[config.mk]
export PLATFORM = sky130hd
export DESIGN_NAME = camera_step_scheduler
export DESIGN_NICKNAME = d
export VERILOG_FILES = /design/src/rtl/camera_pkg.sv /design/src/rtl/axis_repeat.sv /design/src/rtl/camera_step_scheduler.sv
export SDC_FILE = /design/constraint.sdc
export NUM_CORES = 1
export LEC_CHECK = 0
export CORE_AREA = 2 2 72 74
export DETAILED_ROUTE_END_ITERATION = 12
export DIE_AREA = 0 0 74 76
export SYNTH_ARGS = -nofsm -noshare
export SYNTH_HDL_FRONTEND = slang
export SYNTH_HIERARCHICAL = 1
export SYNTH_SLANG_ARGS = --single-unit
[constraint.sdc]
create_clock -name clk -period 2.6 [get_ports clk]
set_input_delay 0.78 -clock clk [delete_from_list [all_inputs] [get_ports clk]]
set_output_delay 0.78 -clock clk [all_outputs]
set_load 0.01 [all_outputs]
[src/rtl/camera_pkg.sv]
// Shared encodings and defaults for the camera step scheduler.
// Covers the sweep states, the axis states, the button bit positions and the debug view.
package camera_pkg;

  localparam int HOLD_FRAMES_DEFAULT   = 20;
  localparam int REPEAT_FRAMES_DEFAULT = 4;
  localparam int COUNT_W               = 6;

  localparam int BTN_LEFT      = 0;
  localparam int BTN_RIGHT     = 1;
  localparam int BTN_UP        = 2;
  localparam int BTN_DOWN      = 3;
  localparam int BTN_ROT_LEFT  = 4;
  localparam int BTN_ROT_RIGHT = 5;

  typedef enum logic [1:0] {
    IDLE    = 2'd0,
    SERVE_X = 2'd1,
    SERVE_Y = 2'd2,
    SERVE_A = 2'd3
  } top_state_t;

  typedef enum logic [1:0] {
    A_IDLE   = 2'd0,
    A_HOLD   = 2'd1,
    A_REPEAT = 2'd2
  } axis_state_t;

  typedef struct packed {
    top_state_t  top;
    axis_state_t x;
    axis_state_t y;
    axis_state_t a;
  } debug_t;

endpackage

[src/rtl/axis_repeat.sv]
// Per-axis hold/auto-repeat engine. It is evaluated only while its sweep slot is active.
// Step pulses are combinational from that evaluation.
module axis_repeat
  import camera_pkg::*;
#(
  parameter int HOLD_FRAMES   = HOLD_FRAMES_DEFAULT,
  parameter int REPEAT_FRAMES = REPEAT_FRAMES_DEFAULT
) (
  input  logic        clk,
  input  logic        rst_n,
  input  logic        slot,
  input  logic        inc,
  input  logic        dec,
  output logic        step_inc,
  output logic        step_dec,
  output axis_state_t state
);

  localparam logic [COUNT_W-1:0] HOLD_LOAD   = COUNT_W'(HOLD_FRAMES - 1);
  localparam logic [COUNT_W-1:0] REPEAT_LOAD = COUNT_W'(REPEAT_FRAMES - 1);

  axis_state_t        state_q, state_d;
  logic [COUNT_W-1:0] count_q, count_d;
  logic               dir_q, dir_d;
  logic               valid;
  logic               fresh;
  logic               pulse;

  // dir is 1 for inc and 0 for dec. It is meaningful only when exactly one button is held.
  assign valid = inc ^ dec;
  assign fresh = (state_q == A_IDLE) || (inc != dir_q);

  always_ff @(posedge clk or negedge rst_n) begin
    if (!rst_n) begin
      state_q <= A_IDLE;
      count_q <= '0;
      dir_q   <= 1'b0;
    end else begin
      state_q <= state_d;
      count_q <= count_d;
      dir_q   <= dir_d;
    end
  end

  always_comb begin
    state_d = state_q;
    count_d = count_q;
    dir_d   = dir_q;
    if (slot) begin
      if (!valid) begin
        state_d = A_IDLE;
        count_d = '0;
      end else if (fresh) begin
        state_d = A_HOLD;
        count_d = HOLD_LOAD;
        dir_d   = inc;
      end else if (count_q == '0) begin
        state_d = A_REPEAT;
        count_d = REPEAT_LOAD;
      end else begin
        count_d = count_q - 1'b1;
      end
    end
  end

  always_comb begin
    pulse    = slot && valid && (fresh || (count_q == '0));
    step_inc = pulse & inc;
    step_dec = pulse & dec;
    state    = state_q;
  end

endmodule

[src/rtl/camera_step_scheduler.sv]
// Frame-paced step scheduler: each frame_tick starts one sweep that services x, y and angle in turn.
// A single queued tick covers a tick that arrives mid-sweep; further ticks raise a sticky overrun.
module camera_step_scheduler
  import camera_pkg::*;
#(
  parameter int HOLD_FRAMES   = HOLD_FRAMES_DEFAULT,
  parameter int REPEAT_FRAMES = REPEAT_FRAMES_DEFAULT
) (
  input  logic       clk,
  input  logic       reset_n,
  input  logic [5:0] btn,
  input  logic       frame_tick,
  output logic       x_inc,
  output logic       x_dec,
  output logic       y_inc,
  output logic       y_dec,
  output logic       a_inc,
  output logic       a_dec,
  output logic       busy,
  output logic       overrun,
  output debug_t     debug
);

  top_state_t  state_q, state_d;
  logic        rst_n_sync;
  logic        pending_q, pending_d;
  logic        overrun_q, overrun_d;
  logic        slot_x, slot_y, slot_a;
  axis_state_t x_state, y_state, a_state;

  // Reset asserts asynchronously and is released one edge later. The second edge after release is live.
  always_ff @(posedge clk or negedge reset_n) begin
    if (!reset_n) rst_n_sync <= 1'b0;
    else          rst_n_sync <= 1'b1;
  end

  always_ff @(posedge clk or negedge rst_n_sync) begin
    if (!rst_n_sync) begin
      state_q   <= IDLE;
      pending_q <= 1'b0;
      overrun_q <= 1'b0;
    end else begin
      state_q   <= state_d;
      pending_q <= pending_d;
      overrun_q <= overrun_d;
    end
  end

  // A tick in SERVE_A, or a queued one, chains straight into the next sweep.
  always_comb begin
    state_d   = state_q;
    pending_d = pending_q;
    overrun_d = overrun_q;
    unique case (state_q)
      IDLE:    if (frame_tick) state_d = SERVE_X;
      SERVE_X: state_d = SERVE_Y;
      SERVE_Y: state_d = SERVE_A;
      SERVE_A: state_d = (pending_q || frame_tick) ? SERVE_X : IDLE;
      default: state_d = IDLE;
    endcase
    if (state_q == SERVE_A) begin
      pending_d = pending_q & frame_tick;
    end else if (state_q != IDLE && frame_tick) begin
      pending_d = 1'b1;
      if (pending_q) overrun_d = 1'b1;
    end
  end

  always_comb begin
    busy      = (state_q != IDLE);
    slot_x    = (state_q == SERVE_X);
    slot_y    = (state_q == SERVE_Y);
    slot_a    = (state_q == SERVE_A);
    overrun   = overrun_q;
    debug.top = state_q;
    debug.x   = x_state;
    debug.y   = y_state;
    debug.a   = a_state;
  end

  axis_repeat #(.HOLD_FRAMES(HOLD_FRAMES), .REPEAT_FRAMES(REPEAT_FRAMES)) u_axis_x (
    .clk      (clk),
    .rst_n    (rst_n_sync),
    .slot     (slot_x),
    .inc      (btn[BTN_RIGHT]),
    .dec      (btn[BTN_LEFT]),
    .step_inc (x_inc),
    .step_dec (x_dec),
    .state    (x_state)
  );

  axis_repeat #(.HOLD_FRAMES(HOLD_FRAMES), .REPEAT_FRAMES(REPEAT_FRAMES)) u_axis_y (
    .clk      (clk),
    .rst_n    (rst_n_sync),
    .slot     (slot_y),
    .inc      (btn[BTN_DOWN]),
    .dec      (btn[BTN_UP]),
    .step_inc (y_inc),
    .step_dec (y_dec),
    .state    (y_state)
  );

  axis_repeat #(.HOLD_FRAMES(HOLD_FRAMES), .REPEAT_FRAMES(REPEAT_FRAMES)) u_axis_a (
    .clk      (clk),
    .rst_n    (rst_n_sync),
    .slot     (slot_a),
    .inc      (btn[BTN_ROT_LEFT]),
    .dec      (btn[BTN_ROT_RIGHT]),
    .step_inc (a_inc),
    .step_dec (a_dec),
    .state    (a_state)
  );

endmodule

==> Word level (Yosys, flattened, before mapping) <==
Index checks and enable logic that the tools add are counted.
{ "word_totals": {"memories": 0, "ram_bits": 0, "regBits": 32, "romBits": 0, "latch_bits": 0, "output_inout_bits": 16, "input_bits": 9, "elab_cells": 90} }
{ "classes": {"bitwise": 11, "n_reduce_logical": 30, "n_mux": 23, "mul": 0, "eq_ne": 10, "n_div": 0, "order_cmp": 0, "shift": 0, "add_sub_neg": 3} }
{ "ops": {"columns": ["op", "count"], "rows": [
  ["$mux 6", 9],
  ["$mux 2", 10],
  ["$logic_not 6->1", 3],
  ["$sub 6x1->6 const B", 3],
  ["$reduce_and 3->1", 4],
  ["$ne 3x3->1 const B", 3],
  ["$logic_not 2->1", 4],
  ["$pmux 2 s4", 1],
  ["$and 1x1->1", 7],
  ["$logic_and 1x1->1", 7],
  ["$logic_or 1x1->1", 7],
  ["$reduce_and 2->1", 3],
  ["$eq 2x2->1 const B", 2],
  ["$reduce_bool 2->1", 2],
  ["$mux 1", 3],
  ["$ne 1x1->1", 3],
  ["$xor 1x1->1", 3],
  ["$eq 2x1->1 const B", 1],
  ["$ne 2x2->1 const B", 1],
  ["$not 1->1", 1]
]} }

==> Logic depth before layout (Yosys ltp) <==
{ "logic_depth": {"ltp_word": 5, "mapped_depth": 6, "ltp_nobuf": 6} }

==> Hierarchy <==
The synthesis kept the hierarchy.
{ "by_module_without_submodules": {"columns": ["mod", "cells_per_inst", "instances", "area_each_um2"], "rows": [
  ["axis_repeat", 63, 3, 588.1],
  ["camera_step_scheduler", 30, 1, 320.3]
]} }

==> Worst setup path before layout <==
No wires, ideal clock.
{ "synth_path": {"kind": "input to output", "from": "in btn[4]", "to": "out a_dec", "t_required_ns": 1.820, "n_path_buf": 1, "slack_ns": 0.368, "t_arrival_ns": 1.452, "path_stages": 4, "cell_sequence": "buf_6 -> xor2_1 -> nor2_1 -> a211oi_1"} }
{ "synth_via": {"elab_chain_cells": 5} }
{ "synth_lines": {"columns": ["element", "line", "text"], "rows": [
  ["start: declaration", "camera_step_scheduler.sv:11", "input logic [5:0] btn,"],
  ["$ne 1x1->1", "axis_repeat.sv:31", "assign fresh = (state_q == A_IDLE) || (inc != dir_q);"],
  ["$logic_or 1x1->1", "axis_repeat.sv:31", null],
  ["$logic_or 1x1->1", "axis_repeat.sv:67", "pulse = slot && valid && (fresh || (count_q == '0));"],
  ["$logic_and 1x1->1 (*)", "axis_repeat.sv:67", null],
  ["$and 1x1->1 (*)", "axis_repeat.sv:69", "step_dec = pulse & dec;"],
  ["end: declaration", "camera_step_scheduler.sv:18", "output logic a_dec,"]
]} }
Every way passes the cells marked *; elsewhere a longest branch is shown, timed or not.

==> Worst setup path in the final report <==
{ "layout_path": {"from": "in btn[5]", "to": "out a_dec"} }
{ "layout_via": {"elab_chain_cells": 4} }
{ "layout_lines": {"columns": ["element", "line", "text"], "rows": [
  ["$xor 1x1->1", "axis_repeat.sv:30", "assign valid = inc ^ dec;"],
  ["$logic_and 1x1->1 (2 in series)", "axis_repeat.sv:67", null],
  ["$and 1x1->1 (*)", "axis_repeat.sv:69", null]
]} }
Marked as above.

==> results.rst <==
.. list-table::
   :header-rows: 1

   * - Metric
     - Value
   * - Status
     - finished clean
   * - Total number of nets in the final design
     - 293
   * - Worst Path Required
     - 1.82 ns
   * - Clk pwr share
     - 0.128
   * - Count of final setup violators
     - 0
   * - Post-synth top area share
     - 0.3842
   * - Number of different library cells in the post-synthesis netlist
     - 39
   * - H-tree lvl count
     - 2
   * - Post-Syn Nets
     - 240
   * - Drt first pass iters
     - 4
   * - Pin count of the biggest net entering global routing
     - 32
   * - Crit path cell chain
     - clkdlybuf4s50_1 -> nand2_1 -> a211oi_2 -> buf_2
   * - DPL Wire Length
     - 3.138 mm
   * - Diodes inserted
     - 0
   * - Vias per cell
     - 5.006
   * - Library cell with the largest summed area after synthesis
     - sky130_fd_sc_hd__dfrtp_1
   * - Slowest cell on crit path
     - sky130_fd_sc_hd__clkdlybuf4s50_1
   * - Worst Reg2Reg Path Length in Cells
     - 6
   * - Global placer's final weighted congestion
     - 0.7668
   * - Routed wire length
     - 4.310 mm
   * - Worst setup path category
     - in -> out
   * - Starting Density
     - 0.4244
   * - Maximum resistive drop on vdd
     - 0.0006354 V
   * - Final global-route overflow total
     - 0
   * - Internal cell power
     - 1.782 mW
   * - Most common flop cell mapped by yosys
     - sky130_fd_sc_hd__dfrtp_1
   * - Crit path largest cell delay
     - 0.50 ns
   * - Fillcell total
     - 458
   * - P&R area growth vs syn
     - 26.83%
   * - Combinational cell fraction of total power
     - 0.577
   * - Ratio of total power to cell area
     - 1134 nW/um^2
   * - Width of the die
     - 74 microns
   * - Worst clock skew
     - 0.004583 ns
   * - Count of nets left with antenna violations after detail routing
     - 0
   * - Max frequency
     - 0.3929 GHz
   * - Deepest clock path buffer count
     - 2
   * - Net switching power
     - 1.217 mW
   * - Final Slew Violations
     - 0
   * - Reg power frac
     - 0.294
   * - Worst min path class
     - reg -> async
   * - Top area cells in the synthesized netlist
     - sky130_fd_sc_hd__dfrtp_1 (38%), sky130_fd_sc_hd__ha_1 (7.2%), sky130_fd_sc_hd__a21oi_1 (4.6%)
   * - Critical Path AT
     - 1.77 ns
   * - Routed vias
     - 1717
   * - Summed instance area of the synthesized netlist
     - 2084 sq um
   * - Share of the clock period used by the worst path after layout
     - 0.9790
   * - Number of port buffers
     - 24
   * - R2R setup slack
     - 1.00 ns
   * - Launching point of the worst reg2reg path
     - u_axis_a/dir_q$_DFFE_PN0P_
   * - Leakage power of the design
     - 1.235 nW
   * - Yosys reg bits
     - 32
   * - Endpoint kind of the worst setup timing path
     - primary output
   * - Crit Reg-Reg Endpoint
     - u_axis_a/count_q[1]$_DFFE_PN0P_
   * - Crit path max fanout
     - 3
   * - Number of remaining DRC errors
     - 0
   * - Number of synthesized flops with an enable pin
     - 0
   * - Sum Neg Setup Slack
     - 0 ns
   * - Net Sw Frac
     - 0.4059
   * - Number of instances in the synthesized netlist
     - 219
   * - Final total power
     - 2.999 mW
   * - Average instance area after synthesis
     - 9.518 sq um
   * - Num CTS Buffers
     - 5
   * - Die Y
     - 76 microns
   * - Violation count after the first detailed-route iteration
     - 74
   * - Placement row count
     - 26
   * - CTS Root Buffer Type
     - sky130_fd_sc_hd__clkbuf_8
   * - Hold bufs inserted after CTS
     - 0
   * - Global-route wire length before repair
     - 7.479 mm
   * - TritonCTS clock tree
     - done
   * - Core Area
     - 4912 sq um
   * - CP startpoint
     - btn[5]
   * - Final critical path time including I/O delays and setup
     - 2.545 ns
   * - Number of antenna violations at the first check in global routing
     - 0
   * - Hold violation total from the final report
     - 0
   * - Total I/O pin count
     - 25
   * - Clock net sink count
     - 32
   * - Sequential cell area
     - 800.8 sq um
   * - Aggregate global-route resource usage
     - 0.1633
   * - FFs w/ async S/R, synth
     - 1.000
   * - Floorplan die area
     - 5624 sq um
   * - Number of max-capacitance violations reported
     - 0
   * - Sequential cell area fraction in the yosys report
     - 0.3842
   * - Number of warnings reported in the yosys synthesis log
     - 6
   * - Clock slew at reported path FFs
     - 0.06 ns
   * - Via count of the first global-routing pass
     - 1726
   * - Worst-skew pair later-pin latency
     - 0.27 ns
   * - Fraction of final layout cells sized beyond drive strength 1
     - 0.2601
   * - Area of the multi-input gates
     - 1184 sq um
   * - Critical path launch point type
     - primary input
   * - Mean routed wirelength per cell
     - 12.57 microns
[registers in the layout, summed over array words and instances, names as in the netlist]
register / count
overrun: 1
u_axis_x/dir_q: 1
u_axis_a/dir_q: 1
state_q: 2
u_axis_y/state: 2
u_axis_y/count_q: 6
u_axis_y/dir_q: 1
u_axis_a/count_q: 6
u_axis_x/count_q: 6
pending_q: 1
rst_n_sync: 1
u_axis_x/state: 2
u_axis_a/state: 2
[kinds of logic (layout without fill, tap and decap cells)]
logic type | after synthesis | in the layout | synth area share
other | 1 | 1 | 0.001799
muxes | 4 | 4 | 0.02341
xor gates and xnor gates | 6 | 6 | 0.02521
DFF | 32 | 32 | 0.3842
adders and majority gates | 12 | 12 | 0.07203
AOI/OAI and AO/OA | 67 | 67 | 0.2203
buffers and inverters | 21 | 75 | 0.05402
and+or+nand+nor | 76 | 76 | 0.2191
[worst max path at each step]
stage	to	slack (ns)	depth (start not counted)
after floorplan	a_dec	0.37	4
after global placement	a_dec	-0.44	5
after detailed placement	a_dec	-0.47	5
after CTS	y_inc	0.003	5
after global routing	a_dec	-0.04	4
final	a_dec	0.05	4
[routing by layer]
layer,up-vias,GRT usage,routed length (microns)
met1,821,0.2093,2033
met2,12,0.2795,2151
met4,0,0.02727,22
li1,882,-,-
met3,2,0.03968,102
met5,-,0,0
[synth_stat cells, types with 6 or more instances]
cell	number
sky130_fd_sc_hd__dfrtp_1	32
sky130_fd_sc_hd__nor2_1	21
sky130_fd_sc_hd__a21oi_1	19
sky130_fd_sc_hd__inv_1	15
sky130_fd_sc_hd__o21ai_0	15
sky130_fd_sc_hd__ha_1	12
sky130_fd_sc_hd__nand2_1	10
sky130_fd_sc_hd__a21o_1	9
sky130_fd_sc_hd__nand2b_1	6
sky130_fd_sc_hd__nand3_1	6
[cell usage in the layout, fill, tap and decap left out, drive strengths merged, types with 9 or more instances in the layout]
master,count
dfrtp,32
buf,32
nor2,21
a21oi,19
inv,15
o21ai,15
clkdlybuf4s50,14
ha,12
a21o,12
nand2,10
clkbuf,9
[area by class of cell]
class / instances / area share
Multi-Input combinational cell: 166 / 0.4477
Inverter: 15 / 0.02130
Clock buffer: 8 / 0.03407
Tap cell: 70 / 0.03313
Sequential cell: 32 / 0.3029
Timing Repair Buffer: 52 / 0.1609
[worst max-delay path, delay by kind of cell]
family	cells	cell delay, ns
AND/OR/NAND/NOR	1	0.10
AO/OA/AOI/OAI	1	0.22
buffers and inverters	2	0.66
[per-stage QoR]
step	hold WS (ns)	setup slack (ns)	instances	util	area, sq um
6_report	0.2665	0.05470	343	0.5382	2644
5_1_grt	0.3208	-0.04102	343	0.5382	2644
4_1_cts	0.2895	0.002560	343	0.5362	2634
3_5_place_dp	0.2829	-0.4701	331	0.5163	2536
3_3_place_gp	0.2830	-0.4378	331	0.5163	2536
2_1_floorplan	0.4012	0.3679	219	-	2085
[what timing repair did]
| item | 4_1_cts | 5_1_grt |
|---|---|---|
| pin swaps | 5 | 0 |
| setup endpoints to repair | 6 | 4 |
| gates resized for setup | 25 | 5 |
| setup buffers | 4 | 0 |
[power by group through the flow]
stage / logic (mW) / registers (mW) / clock network, mW
2_1_floorplan: 1.10 / 0.896 / 0
3_3_place_gp: 1.68 / 0.888 / 0
3_5_place_dp: 1.70 / 0.892 / 0
4_1_cts: 1.72 / 0.884 / 0.408
5_1_grt: 1.94 / 0.914 / 0.427
6_report: 1.73 / 0.882 / 0.385
Note: power is estimated with default switching activity, not from simulation.
